<file path="src/rtl/ex_stage_pkg.sv">
// rtl/ex_stage_pkg.sv - ALU opcode encodings and default widths for ex_stage
package ex_stage_pkg;

  localparam int EX_DATA_W_DEFAULT     = 32;
  localparam int EX_REG_ADDR_W_DEFAULT = 5;

  localparam logic [2:0] ALU_AND  = 3'b000;
  localparam logic [2:0] ALU_OR   = 3'b001;
  localparam logic [2:0] ALU_SLT  = 3'b010;
  localparam logic [2:0] ALU_SLTU = 3'b011;
  localparam logic [2:0] ALU_ADD  = 3'b100;
  localparam logic [2:0] ALU_SUB  = 3'b101;
  localparam logic [2:0] ALU_NOR  = 3'b110;
  localparam logic [2:0] ALU_SLL  = 3'b111;

endpackage

</file>
<file path="src/rtl/ex_alu.sv">
// rtl/ex_alu.sv - combinational ALU for the execute stage
module ex_alu
  import ex_stage_pkg::*;
#(
  parameter int DATA_W = EX_DATA_W_DEFAULT
) (
  input  logic [DATA_W-1:0] a_i,
  input  logic [DATA_W-1:0] b_i,
  input  logic [2:0]        op_i,
  input  logic [4:0]        shamt_i,
  output logic [DATA_W-1:0] result_o
);

  always_comb begin
    result_o = '0;
    case (op_i)
      ALU_AND:  result_o = a_i & b_i;
      ALU_OR:   result_o = a_i | b_i;
      ALU_SLT:  result_o = {{(DATA_W-1){1'b0}}, ($signed(a_i) < $signed(b_i))};
      ALU_SLTU: result_o = {{(DATA_W-1){1'b0}}, (a_i < b_i)};
      ALU_ADD:  result_o = a_i + b_i;
      ALU_SUB:  result_o = a_i - b_i;
      ALU_NOR:  result_o = ~(a_i | b_i);
      ALU_SLL:  result_o = b_i << shamt_i;
      default:  result_o = '0;
    endcase
  end

endmodule

</file>
<file path="src/rtl/ex_stage.sv">
// rtl/ex_stage.sv - execute stage with EX/MEM register; EX_OVERFLOW_EN adds overflow_out
module ex_stage
  import ex_stage_pkg::*;
#(
  parameter int DATA_W     = EX_DATA_W_DEFAULT,
  parameter int REG_ADDR_W = EX_REG_ADDR_W_DEFAULT
) (
  input  logic                  clk,
  input  logic                  rst_n,
  input  logic                  in_RegDst,
  input  logic                  in_RegWrite,
  input  logic                  in_ALUSrc,
  input  logic                  in_MemWrite,
  input  logic                  in_MemRead,
  input  logic                  in_MemToReg,
  input  logic [2:0]            in_ALUOp,
  input  logic [REG_ADDR_W-1:0] in_instr_bits_15_11,
  input  logic [REG_ADDR_W-1:0] in_instr_bits_20_16,
  input  logic [DATA_W-1:0]     in_extended_bits,
  input  logic [DATA_W-1:0]     in_read_data1,
  input  logic [DATA_W-1:0]     in_read_data2,
  input  logic [DATA_W-1:0]     in_new_pc_value,
  input  logic [1:0]            in_load_mode,
  output logic                  zero_out,
`ifdef EX_OVERFLOW_EN
  output logic                  overflow_out,
`endif
  output logic                  RegWrite_out,
  output logic                  MemWrite_out,
  output logic                  MemRead_out,
  output logic                  MemToReg_out,
  output logic [1:0]            load_mode_out,
  output logic [REG_ADDR_W-1:0] writebackDestination_out,
  output logic [DATA_W-1:0]     aluResult_out,
  output logic [DATA_W-1:0]     rt_out,
  output logic [DATA_W-1:0]     pc_out
);

  logic [DATA_W-1:0] alu_b;
  logic [DATA_W-1:0] alu_result;

  logic                  zero_d, zero_q;
  logic                  regwrite_d, regwrite_q;
  logic                  memwrite_d, memwrite_q;
  logic                  memread_d, memread_q;
  logic                  memtoreg_d, memtoreg_q;
  logic [1:0]            load_mode_d, load_mode_q;
  logic [REG_ADDR_W-1:0] wb_dest_d, wb_dest_q;
  logic [DATA_W-1:0]     alu_result_d, alu_result_q;
  logic [DATA_W-1:0]     rt_d, rt_q;
  logic [DATA_W-1:0]     pc_d, pc_q;

  assign alu_b = in_ALUSrc ? in_extended_bits : in_read_data2;

  ex_alu #(.DATA_W(DATA_W)) u_alu (
    .a_i      (in_read_data1),
    .b_i      (alu_b),
    .op_i     (in_ALUOp),
    .shamt_i  (in_extended_bits[10:6]),
    .result_o (alu_result)
  );

  always_comb begin
    zero_d       = (alu_result == '0);
    regwrite_d   = in_RegWrite;
    memwrite_d   = in_MemWrite;
    memread_d    = in_MemRead;
    memtoreg_d   = in_MemToReg;
    load_mode_d  = in_load_mode;
    wb_dest_d    = in_RegDst ? in_instr_bits_15_11 : in_instr_bits_20_16;
    alu_result_d = alu_result;
    rt_d         = in_read_data2;
    pc_d         = in_new_pc_value + (in_extended_bits << 2);
  end

  always_ff @(posedge clk) begin
    if (!rst_n) begin
      zero_q       <= 1'b0;
      regwrite_q   <= 1'b0;
      memwrite_q   <= 1'b0;
      memread_q    <= 1'b0;
      memtoreg_q   <= 1'b0;
      load_mode_q  <= '0;
      wb_dest_q    <= '0;
      alu_result_q <= '0;
      rt_q         <= '0;
      pc_q         <= '0;
    end else begin
      zero_q       <= zero_d;
      regwrite_q   <= regwrite_d;
      memwrite_q   <= memwrite_d;
      memread_q    <= memread_d;
      memtoreg_q   <= memtoreg_d;
      load_mode_q  <= load_mode_d;
      wb_dest_q    <= wb_dest_d;
      alu_result_q <= alu_result_d;
      rt_q         <= rt_d;
      pc_q         <= pc_d;
    end
  end

`ifdef EX_OVERFLOW_EN
  // Signed overflow: operands agree in sign (ADD) or differ (SUB) and the result sign flips from A.
  logic ovf_d, ovf_q;
  always_comb begin
    ovf_d = 1'b0;
    if (in_ALUOp == ALU_ADD)
      ovf_d = (in_read_data1[DATA_W-1] == alu_b[DATA_W-1]) &&
              (alu_result[DATA_W-1] != in_read_data1[DATA_W-1]);
    else if (in_ALUOp == ALU_SUB)
      ovf_d = (in_read_data1[DATA_W-1] != alu_b[DATA_W-1]) &&
              (alu_result[DATA_W-1] != in_read_data1[DATA_W-1]);
  end

  always_ff @(posedge clk) begin
    if (!rst_n) ovf_q <= 1'b0;
    else        ovf_q <= ovf_d;
  end

  assign overflow_out = ovf_q;
`endif

  assign zero_out                 = zero_q;
  assign RegWrite_out             = regwrite_q;
  assign MemWrite_out             = memwrite_q;
  assign MemRead_out              = memread_q;
  assign MemToReg_out             = memtoreg_q;
  assign load_mode_out            = load_mode_q;
  assign writebackDestination_out = wb_dest_q;
  assign aluResult_out            = alu_result_q;
  assign rt_out                   = rt_q;
  assign pc_out                   = pc_q;

endmodule

</file>
<file path="config.mk">
export PLATFORM = sky130hd
export DESIGN_NAME = ex_stage
export DESIGN_NICKNAME = d
export VERILOG_FILES = /design/src/rtl/ex_stage_pkg.sv /design/src/rtl/ex_alu.sv /design/src/rtl/ex_stage.sv
export SDC_FILE = /design/constraint.sdc
export NUM_CORES = 1
export LEC_CHECK = 0
export ABC_AREA = 1
export ABC_CLOCK_PERIOD_IN_PS = 3850
export CAP_MARGIN = 40
export CORE_MARGIN = 2
export CORE_UTILIZATION = 54
export DETAILED_ROUTE_END_ITERATION = 10
export GPL_TIMING_DRIVEN = 0
export PLACE_DENSITY = 0.91
export SKIP_LAST_GASP = 1
export SYNTH_ARGS = -nofsm -noshare
export SYNTH_HDL_FRONTEND = slang
export SYNTH_SLANG_ARGS = --single-unit
</file>
<file path="constraint.sdc">
create_clock -name clk -period 3.85 [get_ports clk]
set_input_delay 0.77 -clock clk [delete_from_list [all_inputs] [get_ports clk]]
set_output_delay 0.77 -clock clk [all_outputs]
set_load 0.01 [all_outputs]
</file>
==> flow_summary_export.csv <==
group,metric,value,unit
sta,slew_headroom,45.8,%
floorplan,rows,56,
synthesis,ys_types,46,
worst_hold_path,hold_path_class,"in2reg",
setup_path,crit_end,"zero_out",
grt,grt_max_degree,22,
sta,tightest_slew,0.814,ns
finish,syn_to_final_growth,28.8,%
route,vias_per_cell,5.79,
grt,grt_pass1_vias,15800,
route,route.detailed.drc,0,
setup_path,critPathLaunchType,"input port",
clock_network,cts_buffer_depth,2,
pwr,peakVddDrop,0.247,mV
finish,fill_cells,2135,
clock_network,hold_buffers,0,
floorplan,ios,259,
sta,fin_crit,3.83,ns
sta,hold_viol,0,
route,drt_iter0_drc,1987,
placed_design,gp_congestion,1.11,
synthesis,synth.avg_cell_area,5.55,um^2
finish,final_cell_mix,"nand2_1 (687), inv_1 (353), nand3_1 (324), clkdlybuf4s50_1 (244), nor2_1 (193)",
placed_design,dp_hpwl,45800,um
sta,final-setup-viol-count,0,
finish,final_common_cell,"nand2_1",
pwr,p_leak,8.87,nW
sta,drv_slew,0,
finish,drive_above_1_share,7.96,%
clock_network,cts_tree,"yes",
setup_path,critPathKind,"in2reg",
grt,grt_first_pass_wirelength,82300,um
synthesis,ys_ff_latch,108,
setup_path,endpoint_kind,"register",
placed_design,dp.cells,2928,
setup_path,required,4.14,ns
sta,setup-tns-final,0,ns
synthesis,ys_seq_area_share,16.6,%
sta,hold_slack,0.684,ns
route,routedWlPerCell,18.8,um
synthesis,ys.flop_type,"dfxtp_1",
floorplan,core_area,23600,um^2
route,antenna_left,0,
route,dr.pass1.iters,9,
route,routed_wl,55300,um
placed_design,dpl-instance-area,16000,um^2
grt,grt_usage,41.2,%
sta,period_share,99.5,%
setup_path,cp_max_fo,5,
synthesis,synth_fp_nets,2641,
synthesis,async_reset_ff_share,0,%
placed_design,port_buffers,255,
setup_path,cp-startpoint,"in_extended_bits[0]",
worst_hold_path,worstHoldStart,"in_read_data2[6]",
synthesis,yosysWarningCount,0,
flow_run,cap_violations,0,
finish,final_nets,2909,
grt,antenna_found_initial,1,
floorplan,die_area,25400,um^2
floorplan,die_h,159,um
sta,setup_ws,0.0209,ns
sta,max_freq,261,MHz
route,vias,17100,
pwr,power_density,274,nW/um^2
finish,final_design_area_no_fill,16800,um^2
setup_path,worstPathArrival,4.12,ns
synthesis,synth_edf_count,0,
synthesis,synth_cells,2354,
floorplan,die_w,159,um
floorplan,start_util,55.3,%
clock_network,root_buffer,"clkbuf_16",
clock_network,clock_sinks,108,
grt,grt-ovfl-total,0,
placed_design,dp_slack,-1.24,ns
clock_network,cts.clk_slew.worst_paths,0.08,ns
outcome,status,"complete, no violations",
synthesis,synth_area,13100,um^2
clock_network,numCtsBuffers,9,
clock_network,htreeDepth,3,
finish,layout.cells.non_filler,2947,
how the worst min path moves through the flow:
stage / to / slack, ns / cells past startpoint
final: rt_out[6] / 0.68 / 3
after global placement: pc_out[1] / 1.31 / 3
after detailed placement: load_mode_out[1] / 1.31 / 3
after floorplan: rt_out[0] / 0.86 / 2
after global routing: rt_out[6] / 0.71 / 3
after CTS: load_mode_out[1] / 0.91 / 3
layer usage:
layer  vias to the layer above  routed length [um]  global-route usage [%]
li1                       8056                   -                       -
met1                      7584               20300                    48.2
met2                      1156               25000                    69.7
met3                       256                6240                    8.52
met4                         0                3770                    24.2
met5                         -                   0                       0
critical path, stage by stage:
cell and delay [ns]:
clkdlybuf4s50_1 0.54, nand2_1 0.14, nand2_4 0.13, ha_4 0.18, inv_1 0.07, fa_1 0.44
inv_2 0.11, nand3_1 0.12, nand3_2 0.12, nand2_1 0.09, nand2_2 0.12, nand2_1 0.10
nand3_1 0.10, nand2_1 0.06, nand3_1 0.08, nand3_1 0.12, nand2_1 0.14, nand2_1 0.06
nor2_1 0.14, nand2_1 0.14, nor2_4 0.20, nand2_1 0.07, nor2_1 0.07
cells in the mapped netlist, types with 4 or more instances:
cell	count	area, um^2
a31oi_1	6	37.5
inv_1	357	1340
nand2_1	732	2750
nand4_1	30	188
o211ai_1	11	82.6
buf_2	38	190
clkbuf_2	4	20.0
and2_1	6	37.5
dfxtp_1	108	2160
nor2_1	214	803
o21ai_0	115	576
ha_1	133	1660
o21a_1	6	45.0
nor3_1	18	90.1
inv_2	8	30.0
a21o_1	4	30.0
clkbuf_1	28	105
o21bai_1	12	90.1
nand3_1	332	1660
a21oi_1	132	661
or2_2	11	68.8
sequential cells by signal (all words and copies together), names as in the netlist:
name / count
RegWrite_out: 1
pc_out: 32
aluResult_out: 32
MemToReg_out: 1
zero_out: 1
writebackDestination_out: 5
load_mode_out: 2
MemWrite_out: 1
MemRead_out: 1
rt_out: 32
power breakdown:
part	internal, mW	switching, mW
Clock	0.464	0.544
Sequential	1.21	0.0260
Combinational	0.869	1.50
cell families (layout without fill, tap and decap cells):
logic type	count (synthesis)	after routing	synth area share (%)
simple gates	1365	1365	44.2
buf+inv	444	717	13.4
compound gates	298	298	12.4
fa+ha+maj	136	136	13.2
flops	108	108	16.6
xor+xnor	3	3	0.201
other cells	0	1	0
area by class of cell:
cell class	count	area [um^2]	share of cell area, %
buffer	77	414	2.46
clock inverter	7	75.1	0.447
clock buffer	9	225	1.34
multi-input combinational	1802	9570	56.9
sequential	108	2160	12.9
antenna	1	2.50	0.0149
tap	319	399	2.37
timing repair buffer	259	2590	15.4
inverter	365	1380	8.18
metrics by stage:
step	util, %	power, mW
6_report	71.2	4.61
5_1_grt	71.2	4.85
4_1_cts	69.3	4.43
3_5_place_dp	67.8	3.42
3_3_place_gp	67.8	3.39
2_1_floorplan	-	2.58
repair_timing:
action,4_1_cts,5_1_grt
buffers inserted,0,4
pin swaps,0,12
endpoints found under the setup margin,24,1
resized for setup,20,151
endpoints found under the hold margin,0,0
No activity file was read; power rests on OpenSTA's default activity.
